**config.mk**
```make
export PLATFORM = sky130hd
export DESIGN_NAME = window_addr_gen
export DESIGN_NICKNAME = d
export VERILOG_FILES = /design/src/rtl/window_addr_gen.sv
export SDC_FILE = /design/constraint.sdc
export NUM_CORES = 1
export LEC_CHECK = 0
export ABC_AREA = 1
export CAP_MARGIN = 20
export CORE_MARGIN = 8
export CORE_UTILIZATION = 55
export CTS_BUF_LIST = sky130_fd_sc_hd__clkbuf_16
export CTS_CLUSTER_SIZE = 24
export DETAILED_ROUTE_END_ITERATION = 10
export DONT_BUFFER_PORTS = 1
export PLACE_DENSITY = 0.82
export SETUP_SLACK_MARGIN = 0.2
export SLEW_MARGIN = 20
export SYNTH_ARGS = -nofsm -noshare
export SYNTH_HDL_FRONTEND = slang
export SYNTH_SLANG_ARGS = --single-unit
export TNS_END_PERCENT = 20
```
**constraint.sdc**
```tcl
create_clock -name Clk -period 2.06 [get_ports Clk]
set_input_delay 0.412 -clock Clk [delete_from_list [all_inputs] [get_ports Clk]]
set_output_delay 0.412 -clock Clk [all_outputs]
set_load 0.1 [all_outputs]
```
**src/rtl/window_addr_gen.sv**
```systemverilog
// Window address generator: NUM_COL column address channels advanced
// round-robin, with a periodic row advance that bumps columns 1..NUM_COL-1.
// Runs from Start until column 0 is written with a value equal to MaxAddr.
module window_addr_gen #(
    parameter int ADDR_W     = 8,
    parameter int NUM_COL    = 4,
    parameter int ROW_PERIOD = 61,
    parameter int C0_BASE    = 15,
    localparam int SEL_W     = (NUM_COL > 1) ? $clog2(NUM_COL) : 1
) (
    input  logic                        Clk,
    input  logic                        Rst,
    input  logic                        Start,
    input  logic                        On,
    input  logic [ADDR_W-1:0]           MaxAddr,
    output logic [NUM_COL*ADDR_W-1:0]   Addr,
    output logic [SEL_W-1:0]            ColSel,
    output logic                        AddrValid,
    output logic                        RowAdv,
    output logic                        Busy,
    output logic                        Done
);

    localparam int RC_W = (ROW_PERIOD > 1) ? $clog2(ROW_PERIOD) : 1;

    typedef enum logic [1:0] {
        IDLE = 2'd0,
        RUN  = 2'd1,
        DONE = 2'd2
    } state_t;

    state_t            state_q;
    logic [ADDR_W-1:0] addr_q [NUM_COL];
    logic [ADDR_W-1:0] addr_d [NUM_COL];
    logic [SEL_W-1:0]  sel_q;
    logic [SEL_W-1:0]  sel_d;
    logic [RC_W-1:0]   row_q;
    logic [RC_W-1:0]   row_d;
    logic              row_wrap;
    logic              hit;
    logic              rowadv_q;
    logic              busy_q;
    logic              done_q;

    // Candidate next values for one enabled RUN cycle; a column that is both
    // selected and row-advanced picks up both increments (+2), modulo 2^ADDR_W.
    always_comb begin
        row_wrap = (row_q == RC_W'(ROW_PERIOD - 1));
        row_d    = row_wrap ? '0 : row_q + RC_W'(1);
        sel_d    = (sel_q == SEL_W'(NUM_COL - 1)) ? '0 : sel_q + SEL_W'(1);
        for (int k = 0; k < NUM_COL; k++) begin
            addr_d[k] = addr_q[k]
                      + ADDR_W'(sel_q == SEL_W'(k))
                      + ADDR_W'(row_wrap && (k != 0));
        end
        // Terminal check only on cycles that actually write column 0.
        hit = (sel_q == '0) && (addr_d[0] == MaxAddr);
    end

    // Control FSM with registered status outputs and the address state.
    always_ff @(posedge Clk) begin
        if (Rst) begin
            state_q  <= IDLE;
            sel_q    <= '0;
            row_q    <= '0;
            rowadv_q <= 1'b0;
            busy_q   <= 1'b0;
            done_q   <= 1'b0;
            for (int k = 0; k < NUM_COL; k++) begin
                addr_q[k] <= (k == 0) ? ADDR_W'(C0_BASE) : '0;
            end
        end else begin
            case (state_q)
                IDLE, DONE: begin
                    rowadv_q <= 1'b0;
                    if (Start) begin
                        state_q <= RUN;
                        sel_q   <= '0;
                        row_q   <= '0;
                        busy_q  <= 1'b1;
                        done_q  <= 1'b0;
                        for (int k = 0; k < NUM_COL; k++) begin
                            addr_q[k] <= (k == 0) ? ADDR_W'(C0_BASE) : '0;
                        end
                    end
                end
                RUN: begin
                    if (On) begin
                        addr_q   <= addr_d;
                        sel_q    <= sel_d;
                        row_q    <= row_d;
                        rowadv_q <= row_wrap;
                        if (hit) begin
                            state_q <= DONE;
                            busy_q  <= 1'b0;
                            done_q  <= 1'b1;
                        end
                    end else begin
                        rowadv_q <= 1'b0;
                    end
                end
                default: begin
                    state_q  <= IDLE;
                    rowadv_q <= 1'b0;
                    busy_q   <= 1'b0;
                    done_q   <= 1'b0;
                end
            endcase
        end
    end

    // Flatten the column registers onto the packed output bus.
    for (genvar g = 0; g < NUM_COL; g++) begin : g_addr_out
        assign Addr[g*ADDR_W +: ADDR_W] = addr_q[g];
    end

    assign ColSel    = sel_q;
    assign RowAdv    = rowadv_q;
    assign Busy      = busy_q;
    assign AddrValid = busy_q;
    assign Done      = done_q;

endmodule

```
# ---- Word-level counts from Yosys, hierarchy flattened
# Cells that the tools add are included.
dict set report word_totals {
  regBits 45
  inputBits 12
  out_inout_bits 38
  wordCells 62
}
dict set report op_classes {
  addsub 9
  eq_ne 10
  muxes 23
  n_bitwise 2
  n_reduce_logical 8
}
# operator n
set op_table {}
lappend op_table {{$mux 32} 2}
lappend op_table {{$pmux 32 s2} 1}
lappend op_table {{$add 8x1->8} 7}
lappend op_table {{$mux 6} 3}
lappend op_table {{$mux 2} 6}
lappend op_table {{$pmux 6 s2} 1}
lappend op_table {{$eq 8x8->1} 1}
lappend op_table {{$pmux 2 s2} 2}
lappend op_table {{$add 6x1->6 const B} 1}
lappend op_table {{$eq 2x2->1 const B} 3}
lappend op_table {{$eq 6x6->1 const B} 1}
lappend op_table {{$mux 1} 6}
lappend op_table {{$ne 2x2->1 const B} 3}
lappend op_table {{$reduce_and 3->1} 2}
lappend op_table {{$eq 2x1->1 const B} 2}
lappend op_table {{$logic_not 2->1} 2}
lappend op_table {{$pmux 1 s2} 2}
lappend op_table {{$reduce_or 3->1} 1}
lappend op_table {{$add 2x1->2 const B} 1}
lappend op_table {{$not 1->1} 2}
lappend op_table {{$reduce_bool 2->1} 1}
lappend op_table {{$reduce_or 2->1} 1}
lappend op_table {{$logic_and 1x1->1} 1}

# ---- Logic depth before layout (Yosys ltp)
dict set report logic_depth {
  depth_word 7
  mapped_depth 15
  ltp_nobuf 15
}

# ---- Worst setup path before layout
# OpenSTA, ideal clock, no wires.
dict set report synth_timing {
  path_kind {register to register}
  startpoint {register sel_q[0] (netlist: ColSel[0])}
  endpoint {register state_q[0]}
  setup_time_ps 132
  t_arrival_ps 2580
  required_ps 1928
  setup_slack_ps -652
  path_stages_with_launch 15
  n_path_buf 0
  period_less_slack_ps 2712
  path_cell_list {dfxtp_1 inv_1 ha_1 ha_1 ha_1 nand2_1 nor2_1 nand2_1 nand2_1 nand2_1 nand3_1 nor2_1 nand3_1 nand2_1 a21oi_1}
}
dict set report synth_via {
  elab_chain_cells 6
}
# item line_no
set synth_rtl {}
lappend synth_rtl {{from (decl)} 35} ;# logic [SEL_W-1:0] sel_q;
lappend synth_rtl {{from (signal assigned)} 90} ;# sel_q <= sel_d;
lappend synth_rtl {{$logic_not 2->1 (*)} {53, 57}}
lappend synth_rtl {{$add 8x1->8} 53} ;# + ADDR_W'(sel_q == SEL_W'(k))
lappend synth_rtl {{$eq 8x8->1} 57} ;# hit = (sel_q == '0) && (addr_d[0] == MaxAddr);
lappend synth_rtl {{$logic_and 1x1->1 (*)} 57}
lappend synth_rtl {{$ne 2x2->1 (no line) (*)} n/a}
lappend synth_rtl {{$reduce_and 3->1 (no line) (*)} n/a}
lappend synth_rtl {{to (signal assigned)} 63} ;# state_q <= IDLE;
lappend synth_rtl {{to (signal assigned)} 77} ;# state_q <= RUN;
lappend synth_rtl {{to (signal assigned)} 94} ;# state_q <= DONE;
lappend synth_rtl {{to (decl)} 32} ;# state_t state_q;
# Mark *: on every way between the ends. The rest lies on a longest branch, timed or not.
# A chain may end at the register's enable or synchronous reset.

# ---- Worst setup path after layout
dict set report layout_timing {
  startpoint {register row_q[0]}
  endpoint {register addr_q (netlist bit Addr[15])}
}
dict set report layout_via {
  elab_chain_cells 4
}
# item line_no
set layout_rtl {}
lappend layout_rtl {{from (decl)} 37} ;# logic [RC_W-1:0] row_q;
lappend layout_rtl {{from (signal assigned)} 91} ;# row_q <= row_d;
lappend layout_rtl {{$eq 6x6->1} 48} ;# row_wrap = (row_q == RC_W'(ROW_PERIOD - 1));
lappend layout_rtl {{via row_wrap} 39} ;# logic row_wrap;
lappend layout_rtl {{$add 8x1->8} 54} ;# + ADDR_W'(row_wrap && (k != 0));
lappend layout_rtl {{$mux 32} 88} ;# if (On) begin
lappend layout_rtl {{$pmux 32 s2} 73} ;# case (state_q)
lappend layout_rtl {{to (signal, indexed assignment)} 70} ;# addr_q[k] <= (k == 0) ? ADDR_W'(C0_BASE) : '0;
lappend layout_rtl {{to (signal, indexed assignment)} 83} ;# addr_q[k] <= (k == 0) ? ADDR_W'(C0_BASE) : '0;
lappend layout_rtl {{to (signal assigned)} 89} ;# addr_q <= addr_d;
lappend layout_rtl {{to (decl)} 33} ;# logic [ADDR_W-1:0] addr_q [NUM_COL];
# The timed path passes the listed nets, and every way through them passes these cells. The select of a mux whose other input is x is not followed.

==> key figures <==
Yosys
  • Netlist Area Pre-Place: 0.00244 mm²
  • Syn Nets: 369
  • Yosys top cell by area: sky130_fd_sc_hd__dfxtp_1
  • Avg Synthesized Cell Area: 7.11 µm²
  • Async SR Flop Fraction: 0
  • Number of synthesized register bits: 44
  • Primary flip-flop cell chosen by synthesis mapping: sky130_fd_sc_hd__dfxtp_1
  • Proportion of netlist area held by the largest area contributor: 0.361
  • Warning count from the yosys run: 0
  • Leading post-synthesis cells by cell area: sky130_fd_sc_hd__dfxtp_1 36%, sky130_fd_sc_hd__nand2_1 12%, sky130_fd_sc_hd__inv_1 7.9%
  • Syn Inst Count: 343
  • Unique masters post-synth: 34
  • Sequential element share of the synthesized area: 0.361
  • Count of flip-flops with a built-in enable after synthesis: 0

CTS
  • Clock transition at the register clock pins on the worst setup and hold paths after CTS: 60 ps
  • Source-to-sink clock delay at the later pin of the worst-skew pair: 280 ps
  • Total clock buffers created by CTS: 5
  • Root buffer cell: sky130_fd_sc_hd__clkbuf_16
  • H-tree depth: 2
  • Clock Tree Buf Depth: 2
  • Post-cts hold buffer count: 0
  • Clock tree from TritonCTS: done
  • Clock Sinks: 44

GRT
  • Number of antenna violations at the first check in global routing: 0
  • Largest net degree at the start of global routing: 20
  • Tot GR Track Use: 0.210
  • Via count of the first global-routing pass: 2455
  • Global-route wire length before repair: 11.2 mm
  • Overall overflow remaining after global route: 0

Critical path
  • Endpoint required time on the critical path: 2260 ps
  • Startpoint types: register
  • Critical path peak fanout: 4
  • Critical R2R Capture: Addr[15]$_SDFFE_PP0P_
  • Register-to-register setup slack: 90 ps
  • Number of cell instances on the worst register-to-register path: 12
  • Source of the worst register-to-register timing path: row_q[0]$_SDFFE_PP0P_
  • Worst Path Arrival: 2170 ps
  • Endpoint type of the worst setup path: register
  • Category of the critical setup timing path: register to register

Floorplanning
  • Overall die area: 0.00682 mm²
  • Die X-Extent: 82.6 µm
  • Io pins: 50
  • Chip Height: 82.6 µm
  • Initial Util: 0.564
  • Floorplan core area: 0.00432 mm²
  • Cell row count: 24

STA
  • Maximum clock rate: 509 MHz
  • Transition time at the pin with the least slew margin: 546 ps
  • Min Tclk post-route: 1970 ps
  • Hold Violations, Final: 0
  • Number of max-slew violations in the final report: 0
  • Final critical-path share of the clock period: 0.954
  • Sum of negative setup slack: 0 ps
  • Final worst clock skew: 3.22 ps
  • Number of setup violations in the final report: 0
  • Setup repair after global routing missed its margin: yes
  • Final worst setup slack: 94.0 ps
  • Relative slew slack: 0.639

Placement
  • Placement-stage cell area: 0.00285 mm²
  • Number of buffers added on ports: 0
  • Worst slack after detailed placement: 117 ps
  • RePlAce Congestion: 0.857
  • Half-perimeter wire length after placement: 4.86 mm

Finish
  • Footprint of the multi-input gates: 0.00145 mm²
  • Filler cell count: 316
  • P&R area growth vs syn: 28.5%
  • Sequential cell area: 916 µm²
  • Post-route cell area: 0.00313 mm²
  • Share of post-route cells with drive strength above 1: 0.315
  • Finished Core Util: 0.725
  • N_diodes: 0
  • Total Nets Final: 416

Outcome
  • Run status: finished, final reports clean

Power
  • Leakage power of the design: 1.39 nW
  • Sequential power share: 0.428
  • Power density over cell area: 659 mW/mm²
  • Worst ir drop on vdd: 0.499 mV
  • Gate power share: 0.202
  • Net switching component of the power: 0.000640 W
  • Switching part of the total: 0.310
  • Proportion of power drawn by the clock network: 0.369
  • Internal cell power: 0.00143 W

Flow run
  • Max-cap violation count: 0

Routing
  • Overall via count from detail_route: 2513
  • Routed len/inst: 15.8 µm
  • Total detailed-routing wirelength: 7.02 mm
  • Remaining antenna violation count: 0
  • Post-route DRC violation count: 0
  • First drt pass iteration count: 5
  • Avg Vias per Cell: 5.67
  • DR iter-0 viols: 245

Min path
  • Count of cells along the worst hold path: 1
  • Hold Crit Endpoint: Addr[4]$_SDFFE_PP0P_
  • Hold path startpoint: Rst
  • Worst hold path class: input pin to register
## how the worst max path moves through the flow
stage                                         end  slack, ps  cells past startpoint                   start
after global placement      Addr[30]$_SDFFE_PP0P_        200                     10   row_q[0]$_SDFFE_PP0P_
after global routing        Addr[15]$_SDFFE_PP0P_        -40                     12   row_q[0]$_SDFFE_PP0P_
after floorplan           state_q[0]$_SDFFE_PP0P_        150                     14  ColSel[0]$_SDFFE_PP0P_
after CTS                       Done$_SDFFE_PP0P_        170                     13  ColSel[0]$_SDFFE_PP0P_
after detailed placement    Addr[15]$_SDFFE_PP0P_        120                     12   row_q[2]$_SDFFE_PP0P_
final                       Addr[15]$_SDFFE_PP0P_         90                     12   row_q[0]$_SDFFE_PP0P_
## registers in the layout (all words and copies together), names as in the netlist
| signal | flops |
|---|---|
| RowAdv | 1 |
| state_q | 1 |
| AddrValid | 1 |
| Addr | 32 |
| row_q | 6 |
| Done | 1 |
| ColSel | 2 |
## critical path, cell delays in order (launching register included)
cell                       delay, ps
sky130_fd_sc_hd__dfxtp_2         320
sky130_fd_sc_hd__inv_2            80
sky130_fd_sc_hd__ha_4            130
sky130_fd_sc_hd__and3_4          240
sky130_fd_sc_hd__fa_2            250
sky130_fd_sc_hd__nand3_2         100
sky130_fd_sc_hd__nor2_2          120
sky130_fd_sc_hd__nand2_2          70
sky130_fd_sc_hd__nor2_2           90
sky130_fd_sc_hd__nand2_1          80
sky130_fd_sc_hd__o21bai_1        150
sky130_fd_sc_hd__nand2_1          70
sky130_fd_sc_hd__a31oi_1         170
## area by class of cell
class                   instances  area share
multi-input cells             237       0.461
flip-flops and latches         44       0.292
repair buffers                 47       0.113
inverters                      55      0.0691
clock buffers                   5      0.0399
well taps                      52      0.0208
clock inverters                 3     0.00439
## per-layer routing
layer | routed length, µm | track usage
met3 | 598 | 0.0649
met1 | 2730 | 0.231
met5 | 0 | 0
met2 | 3530 | 0.370
met4 | 160 | 0.0845
## what timing repair did
item,in CTS,in global routing
buffers inserted,3,4
setup endpoints to repair,12,15
gates cloned,0,0
pin swaps,5,12
resized for setup,6,21
## synth_stat cells, types with 3 or more instances
master                      n
sky130_fd_sc_hd__nand2_1   78
sky130_fd_sc_hd__inv_1     51
sky130_fd_sc_hd__dfxtp_1   44
sky130_fd_sc_hd__nand3_1   33
sky130_fd_sc_hd__a21oi_1   27
sky130_fd_sc_hd__nor2_1    27
sky130_fd_sc_hd__ha_1      11
sky130_fd_sc_hd__o21ai_0   11
sky130_fd_sc_hd__o21ai_1    7
sky130_fd_sc_hd__nor2_2     6
sky130_fd_sc_hd__nand2_2    4
sky130_fd_sc_hd__nor3_1     4
sky130_fd_sc_hd__o21bai_1   4
sky130_fd_sc_hd__a31oi_1    3
sky130_fd_sc_hd__buf_2      3
sky130_fd_sc_hd__fa_1       3
## layout by cell type, fill, tap and decap left out, types with 2 or more instances in the layout
cell type,netlist,layout
sky130_fd_sc_hd__a21oi_1,27,25
sky130_fd_sc_hd__a21oi_2,0,2
sky130_fd_sc_hd__a31oi_1,3,3
sky130_fd_sc_hd__a41oi_1,2,2
sky130_fd_sc_hd__buf_4,2,47
sky130_fd_sc_hd__clkbuf_16,0,5
sky130_fd_sc_hd__clkinv_1,2,2
sky130_fd_sc_hd__clkinv_2,0,2
sky130_fd_sc_hd__dfxtp_1,44,24
sky130_fd_sc_hd__dfxtp_2,0,16
sky130_fd_sc_hd__dfxtp_4,0,4
sky130_fd_sc_hd__fa_2,0,3
sky130_fd_sc_hd__ha_1,11,6
sky130_fd_sc_hd__ha_4,0,5
sky130_fd_sc_hd__inv_1,51,46
sky130_fd_sc_hd__inv_2,2,4
sky130_fd_sc_hd__inv_4,0,4
sky130_fd_sc_hd__nand2_1,78,72
sky130_fd_sc_hd__nand2_2,4,10
sky130_fd_sc_hd__nand3_1,33,31
sky130_fd_sc_hd__nand4_1,2,2
sky130_fd_sc_hd__nand4_2,2,2
sky130_fd_sc_hd__nor2_1,27,23
sky130_fd_sc_hd__nor2_2,6,8
sky130_fd_sc_hd__nor2_4,1,3
sky130_fd_sc_hd__nor2_8,2,2
sky130_fd_sc_hd__nor3_1,4,4
sky130_fd_sc_hd__nor4_1,2,2
sky130_fd_sc_hd__o21ai_0,11,11
sky130_fd_sc_hd__o21ai_1,7,6
sky130_fd_sc_hd__o21bai_1,4,4
## per-stage QoR
step	std cells	total power [W]	hold WS, ps
floorplan	343	0.00123	452
global placement	428	0.00129	464
detailed placement	428	0.00130	478
CTS	439	0.00205	181
global route	443	0.00214	176
finish	443	0.00207	183
## kinds of logic (layout without fill, tap and decap cells)
group / after synthesis / in the layout / share of synthesized area
AND/OR/NAND/NOR: 166 / 166 / 0.326
buffers and inverters: 62 / 110 / 0.103
AO/OA/AOI/OAI: 56 / 56 / 0.125
flip-flops: 44 / 44 / 0.361
adder cells (fa/ha/maj): 14 / 14 / 0.0811
XOR/XNOR: 1 / 1 / 0.00359
## power by group through the flow
stage	clock network (W)	registers [W]	logic (W)
after detailed placement	0	0.000906	0.000392
final	0.000764	0.000885	0.000418
after floorplan	0	0.000986	0.000240
after CTS	0.000765	0.000886	0.000399
after global routing	0.000799	0.000887	0.000456
after global placement	0	0.000905	0.000380
Note: power is estimated with default switching activity, not from simulation.
